File: src/rtl/tickgen_multi.sv
// tickgen_multi -- bank of independent programmable tick / square-wave generators.
// Latency: tick is combinational from channel state; a divisor update lands at the
//   next tick of an enabled channel, or on the next edge of a disabled channel.
// Backpressure: cfg_ready drops while the addressed channel holds an unapplied update.
// Ports: clk, rst_n (async, active-low); en[CHANNELS] per-channel run enables;
//   sync_clr clears all phases; cfg_valid/cfg_ready/cfg_ch/cfg_div divisor update;
//   tick[CHANNELS] one-cycle strobe per period; sq[CHANNELS] toggles on every tick.
module tickgen_multi #(
  parameter  int CHANNELS    = 4,
  parameter  int DIV_W       = 26,
  parameter  int DEFAULT_DIV = 5_000_000,
  localparam int CH_W        = (CHANNELS > 1) ? $clog2(CHANNELS) : 1
) (
  input  logic                clk,
  input  logic                rst_n,
  input  logic [CHANNELS-1:0] en,
  input  logic                sync_clr,
  input  logic                cfg_valid,
  output logic                cfg_ready,
  input  logic [CH_W-1:0]     cfg_ch,
  input  logic [DIV_W-1:0]    cfg_div,
  output logic [CHANNELS-1:0] tick,
  output logic [CHANNELS-1:0] sq
);

  localparam logic [DIV_W-1:0] RST_DIV = DIV_W'(DEFAULT_DIV);
  localparam logic [DIV_W-1:0] ONE     = DIV_W'(1);

  logic [CHANNELS-1:0][DIV_W-1:0] cnt_q, cnt_d;
  logic [CHANNELS-1:0][DIV_W-1:0] div_act_q, div_act_d;
  logic [CHANNELS-1:0][DIV_W-1:0] div_shd_q, div_shd_d;
  logic [CHANNELS-1:0]            pend_q, pend_d;
  logic [CHANNELS-1:0]            sq_q, sq_d;

  logic [CHANNELS-1:0][DIV_W-1:0] term_w;
  logic [CHANNELS-1:0]            tick_w;
  logic [CHANNELS-1:0]            xfer_w;
  logic                           cfg_ready_w;

  // Terminal count is div_eff-1; a programmed divisor of 0 behaves as 1.
  // The rst_n term keeps tick low during reset even when DEFAULT_DIV <= 1.
  always_comb begin
    for (int i = 0; i < CHANNELS; i++) begin
      term_w[i] = (div_act_q[i] == '0) ? '0 : div_act_q[i] - ONE;
      tick_w[i] = rst_n & en[i] & (cnt_q[i] == term_w[i]);
    end
  end

  // Out-of-range channel indices match nothing, so they are always ready and
  // the transfer is silently dropped.
  always_comb begin
    cfg_ready_w = 1'b1;
    for (int i = 0; i < CHANNELS; i++) begin
      if (cfg_ch == CH_W'(i)) begin
        cfg_ready_w = ~pend_q[i];
      end
    end
    for (int i = 0; i < CHANNELS; i++) begin
      xfer_w[i] = cfg_valid & cfg_ready_w & (cfg_ch == CH_W'(i));
    end
  end

  always_comb begin
    cnt_d     = cnt_q;
    div_act_d = div_act_q;
    div_shd_d = div_shd_q;
    pend_d    = pend_q;
    sq_d      = sq_q;
    for (int i = 0; i < CHANNELS; i++) begin
      if (sync_clr || !en[i]) begin
        // Phase is being discarded, so any staged divisor can land right away
        // and a new one can go straight to the active register.
        cnt_d[i] = '0;
        sq_d[i]  = 1'b0;
        if (pend_q[i]) begin
          div_act_d[i] = div_shd_q[i];
          pend_d[i]    = 1'b0;
        end
        if (xfer_w[i]) begin
          div_act_d[i] = cfg_div;
        end
      end else begin
        if (tick_w[i]) begin
          cnt_d[i] = '0;
          sq_d[i]  = ~sq_q[i];
          if (pend_q[i]) begin
            div_act_d[i] = div_shd_q[i];
            pend_d[i]    = 1'b0;
          end
        end else begin
          cnt_d[i] = cnt_q[i] + ONE;
        end
        // A running channel stages the update so the current period completes
        // untouched. xfer implies pend_q=0, so this never collides with the
        // apply above.
        if (xfer_w[i]) begin
          div_shd_d[i] = cfg_div;
          pend_d[i]    = 1'b1;
        end
      end
    end
  end

  always_ff @(posedge clk or negedge rst_n) begin
    if (!rst_n) begin
      cnt_q     <= '0;
      div_act_q <= {CHANNELS{RST_DIV}};
      div_shd_q <= {CHANNELS{RST_DIV}};
      pend_q    <= '0;
      sq_q      <= '0;
    end else begin
      cnt_q     <= cnt_d;
      div_act_q <= div_act_d;
      div_shd_q <= div_shd_d;
      pend_q    <= pend_d;
      sq_q      <= sq_d;
    end
  end

  assign tick      = tick_w;
  assign sq        = sq_q;
  assign cfg_ready = cfg_ready_w;

endmodule

File: config.mk
export PLATFORM = sky130hd
export DESIGN_NAME = tickgen_multi
export DESIGN_NICKNAME = d
export VERILOG_FILES = /design/src/rtl/tickgen_multi.sv
export SDC_FILE = /design/constraint.sdc
export NUM_CORES = 1
export LEC_CHECK = 0
export BUFFER_PORTS_ARGS = -buffer_cell sky130_fd_sc_hd__buf_2
export CORE_MARGIN = 2
export CORE_UTILIZATION = 65
export CTS_CLUSTER_SIZE = 40
export DETAILED_ROUTE_END_ITERATION = 8
export PLACE_DENSITY = 0.83
export SYNTH_ARGS = -nofsm -noshare
export SYNTH_HDL_FRONTEND = slang
export SYNTH_SLANG_ARGS = --single-unit
File: constraint.sdc
create_clock -name clk -period 8.3 [get_ports clk]
set_input_delay 1.66 -clock clk [delete_from_list [all_inputs] [get_ports clk]]
set_output_delay 1.66 -clock clk [all_outputs]
set_load 0.05 [all_outputs]
==> metrics.sh <==
NETSWITCHINGFRACTION=0.324
ANTENNA-DIODE-COUNT=0
INITIAL_UTIL=0.656
IOS=45
SLOWEST_DELAY_PS=590
RR_WORST_DEPTH=9
MAXIMUM_NUMBER_OF_PINS_ON_ONE_NET_BEFORE_GLOBAL_ROUTE_REPAIR=135
FINAL.PERIOD_UTILIZATION=0.753
WORSTMARGINPINSLEW_PS=1290
CLOCK-ROOT-BUFFER='sky130_fd_sc_hd__clkbuf_16'
DR_WL_MET2_UM=26600
CTS_POST_SETUP_BUFFERS_INSERTED=0
TIMING_MAX_TRANSITION_VIOLATIONS_FINAL=0
CTS-RESIZED-GATES=0
FINAL_HOLD_VIOLATION_COUNT=0
P_LEAK_nW=8.61
FIN_CRIT_PS=6250
DETAILROUTE.VIA_COUNT=18167
CRIT_BUF_INV=2
SEQ_POWER_SHARE=0.415
VDD_IR_DROP_MAX_V=0.000190
CTS_HTREE_LEVELS=2
CLK_PATH_BUF_DEPTH=3
SYNTH_FF_TYPE='sky130_fd_sc_hd__dfrtp_1'
PWR-SHARE-CLK=0.343
GLOBALPLACE.CONGESTION=0.942
SYNTH.CELL_AREA_UM2=20600
POSTSYNTH.ASYNCRESETSHARE=1.00
PLACE_HPWL_UM=39100
SYN-NUM-NETS=2290
MAXCLOCKFREQUENCY_MHz=160
HIGHEST-SIGNAL-LAYER='met5'
NUMPORTBUFFERS=44
POSTSYNTHREGISTERBITS=320
REG2REG_FROM='div_act_q[54]'
FINAL_UTIL=0.705
SYNTH_CELLS=2246
DIE_AREA_UM2=33100
WORSTPATHREQUIRED_PS=6640
CRIT_START='div_act_q[26]'
ANT_NETS=0
CRITICAL_PATH.ENDPOINT_TYPE='primary output'
ENDPOINT='tick[1]'
CRIT_PATH_SLOWEST_CELL='sky130_fd_sc_hd__nor2_1'
TOTALWIRELENGTH_UM=58300
SYNTHESIS.AREA_PER_INSTANCE_UM2=9.17
PLACED_CELL_AREA_UM2=20800
GRT_USAGE=0.353
GRT_FIRST_PASS_WIRELENGTH_UM=93800
GRT_PASS1_VIAS=17116
SYNTH.YOSYS.SEQ_AREA_SHARE=0.393
MET3_LENGTH_UM=4770
FINALSETUPTNS_PS=0
CRIT_PATH_ARRIVAL_TIME_PS=4590
CLK_TRANSITION_REPORTED_PATHS_PS=60
NUM-FILL-CELLS=2315
ROUTE.DETAILED.WL_PER_INST_UM=22.3
REMAINING_DRC_ERRORS=0
DRT_ITER0_MARKERS=1924
LAYOUT-AREA-OVERHEAD-VS-SYNTH_PCT=7.41
FINAL_CELL_MIX='256 x sky130_fd_sc_hd__dfrtp_1, 217 x sky130_fd_sc_hd__nor2_1, 133 x sky130_fd_sc_hd__nand3_1'
POWER.DENSITY_CELL_AREA_nW_PER_UM2=235
CRIT_CHAIN='inv_1 -> ha_1 -> nor4b_1 -> nand4_1 -> nor2_1 -> a211o_1 -> nand2_1 -> or4_1 -> or4_1 -> nor4b_1 -> buf_2'
CTSHOLDBUFFERS=0
SWITCHING_POWER_TOTAL_mW=1.68
DRT_FIRST_PASS_ITERS=7
DIEHEIGHT_UM=182
AVGVIACOUNTPERCELL=6.96
FIN_WORST_SKEW_PS=18.4
DRIVE_ABOVE_1_SHARE=0.162
NUMCTSBUFFERS=37
DESIGN_AREA_UM2=22100
CTS.SINKS=320
FINAL_COMMON_CELL='sky130_fd_sc_hd__dfrtp_1'
TIMING.CRITICAL_PATH.FANOUT_MAX=9
ANTENNA_FOUND_INITIAL=2
CORE.ROWCOUNT=65
CRITICAL_PATH_CLASS='register to primary output'
MAX_CAP_VIOLATIONS=0
POWER.INTERNAL_mW=3.51
CORE_REGION_AREA_UM2=31400
CTS_TREE='built'
YOSYS_WARNINGS=0
CLK_LATENCY_PS=570
PATH_DEPTH=11
DRT-MET1-WL_UM=24700
GRT_SETUP_UNREPAIRED='false'
LAYOUT.NETS=2225
FLOORPLAN.DIE.WIDTH_UM=182
SYNTH-EDFF-COUNT=0
TIMING.CRITICAL_PATH.MAX_DELAY_FAMILY='simple AND/OR/NAND/NOR gates'
GLOBALROUTE.TOTALOVERFLOW=0
HP-START='div_shd_q[24]'
REG2REG_SETUP_SLACK_PS=2950
FINAL_SETUP_VIOLATION_COUNT=0
HOLD_PATH_CLASS='register to register'
STATUS='completed'
CRITICAL_PATH.STARTPOINT_TYPE='register'
COMBINATIONALPOWERSHARE=0.242
TIMING.RR.END='div_act_q[66]'
POWER.TOTAL_mW=5.20
MAX_SLEW_MARGIN=0.140
YS_TYPES=97
-- metrics by stage --
stage,setup slack (ps),hold slack [ps],instances
2_1_floorplan,1830,480,2246
3_3_place_gp,2630,487,2544
3_5_place_dp,2680,494,2544
4_1_cts,2070,507,2612
5_1_grt,1610,517,2612
6_report,2050,507,2612
-- final cells by class --
cell class / count / area, um2 / area share
tap: 402 / 503 / 0.0227
clock buffer: 54 / 1080 / 0.0488
inverter: 30 / 113 / 0.00509
clock inverter: 14 / 253 / 0.0114
timing repair buffer: 62 / 378 / 0.0171
sequential: 320 / 8090 / 0.366
multi-input combinational: 1730 / 11700 / 0.529
-- synthesized netlist by cell type, types with 8 or more instances --
cell type / n / area share
sky130_fd_sc_hd__a2bb2oi_1: 8 / 0.0034
sky130_fd_sc_hd__a211oi_1: 10 / 0.0036
sky130_fd_sc_hd__mux2i_1: 21 / 0.010
sky130_fd_sc_hd__or3_1: 31 / 0.0094
sky130_fd_sc_hd__a21oi_1: 67 / 0.016
sky130_fd_sc_hd__nor4_1: 40 / 0.012
sky130_fd_sc_hd__or4_1: 37 / 0.013
sky130_fd_sc_hd__nor4b_1: 8 / 0.0034
sky130_fd_sc_hd__nand4_1: 38 / 0.012
sky130_fd_sc_hd__and4_1: 38 / 0.016
sky130_fd_sc_hd__nand3_1: 133 / 0.032
sky130_fd_sc_hd__o31ai_1: 14 / 0.0051
sky130_fd_sc_hd__nor3_1: 100 / 0.024
sky130_fd_sc_hd__nor3b_1: 10 / 0.0036
sky130_fd_sc_hd__nand2b_1: 44 / 0.013
sky130_fd_sc_hd__buf_2: 29 / 0.0070
sky130_fd_sc_hd__nand2_1: 113 / 0.021
sky130_fd_sc_hd__a31oi_1: 8 / 0.0024
sky130_fd_sc_hd__a2bb2oi_2: 20 / 0.015
sky130_fd_sc_hd__and3_1: 42 / 0.013
sky130_fd_sc_hd__dfstp_2: 64 / 0.082
sky130_fd_sc_hd__xnor2_1: 91 / 0.039
sky130_fd_sc_hd__nor2_1: 217 / 0.040
sky130_fd_sc_hd__dfrtp_1: 256 / 0.31
sky130_fd_sc_hd__o221ai_1: 30 / 0.013
sky130_fd_sc_hd__o211ai_1: 32 / 0.012
sky130_fd_sc_hd__ha_1: 8 / 0.0049
sky130_fd_sc_hd__a22oi_1: 29 / 0.011
sky130_fd_sc_hd__o21bai_1: 28 / 0.010
sky130_fd_sc_hd__o22ai_1: 109 / 0.033
sky130_fd_sc_hd__o21ai_0: 42 / 0.010
sky130_fd_sc_hd__nor2b_1: 21 / 0.0064
sky130_fd_sc_hd__or2_2: 16 / 0.0049
sky130_fd_sc_hd__clkbuf_1: 121 / 0.022
sky130_fd_sc_hd__nand3b_1: 8 / 0.0029
sky130_fd_sc_hd__inv_1: 27 / 0.0049
sky130_fd_sc_hd__xor2_1: 91 / 0.039
sky130_fd_sc_hd__mux2_2: 106 / 0.058
sky130_fd_sc_hd__and2_1: 14 / 0.0043
-- power groups by stage --
stage	Sequential (mW)	Clock (mW)	Combinational, mW
detailed placement	2.17	0	1.23
finish	2.16	1.78	1.26
global placement	2.15	0	1.19
global route	2.19	1.86	1.37
floorplan	2.02	0	1.03
CTS	2.15	1.80	1.24
-- logic make-up after synthesis --
group,count (synthesis),share of synthesized area
DFF,320,0.393
and+or+nand+nor,935,0.243
xor gates and xnor gates,186,0.0818
muxes,128,0.0692
adders and majority gates,8,0.00486
buffers and inverters,196,0.0405
AOI/OAI and AO/OA,473,0.168
-- layer usage --
metal  GRT usage  up-vias
li1            -     8239
met1       0.494     8984
met2       0.549      785
met3      0.0628      155
met4       0.137        4
met5           0        -
-- how the worst min path moves through the flow --
stage	to	slack [ps]	depth (start not counted)
after floorplan	div_shd_q[24]	480	1
after global placement	div_shd_q[24]	490	1
after detailed placement	div_shd_q[24]	490	1
after CTS	div_shd_q[24]	510	1
after global routing	div_shd_q[49]	520	1
final	div_shd_q[24]	510	1
-- flip-flops by register name (all words and copies together) (netlist names) --
name / count
cnt_q: 104
div_shd_q: 104
pend_q: 4
sq: 4
div_act_q: 104
-- worst reg2reg max path: cells and delay by family (launching register included) --
family / cells / cell delay [ps]
compound gates: 3 / 1430
xor+xnor: 1 / 150
flops: 1 / 470
simple gates: 5 / 3160
Power figures use the tool's default switching activity.
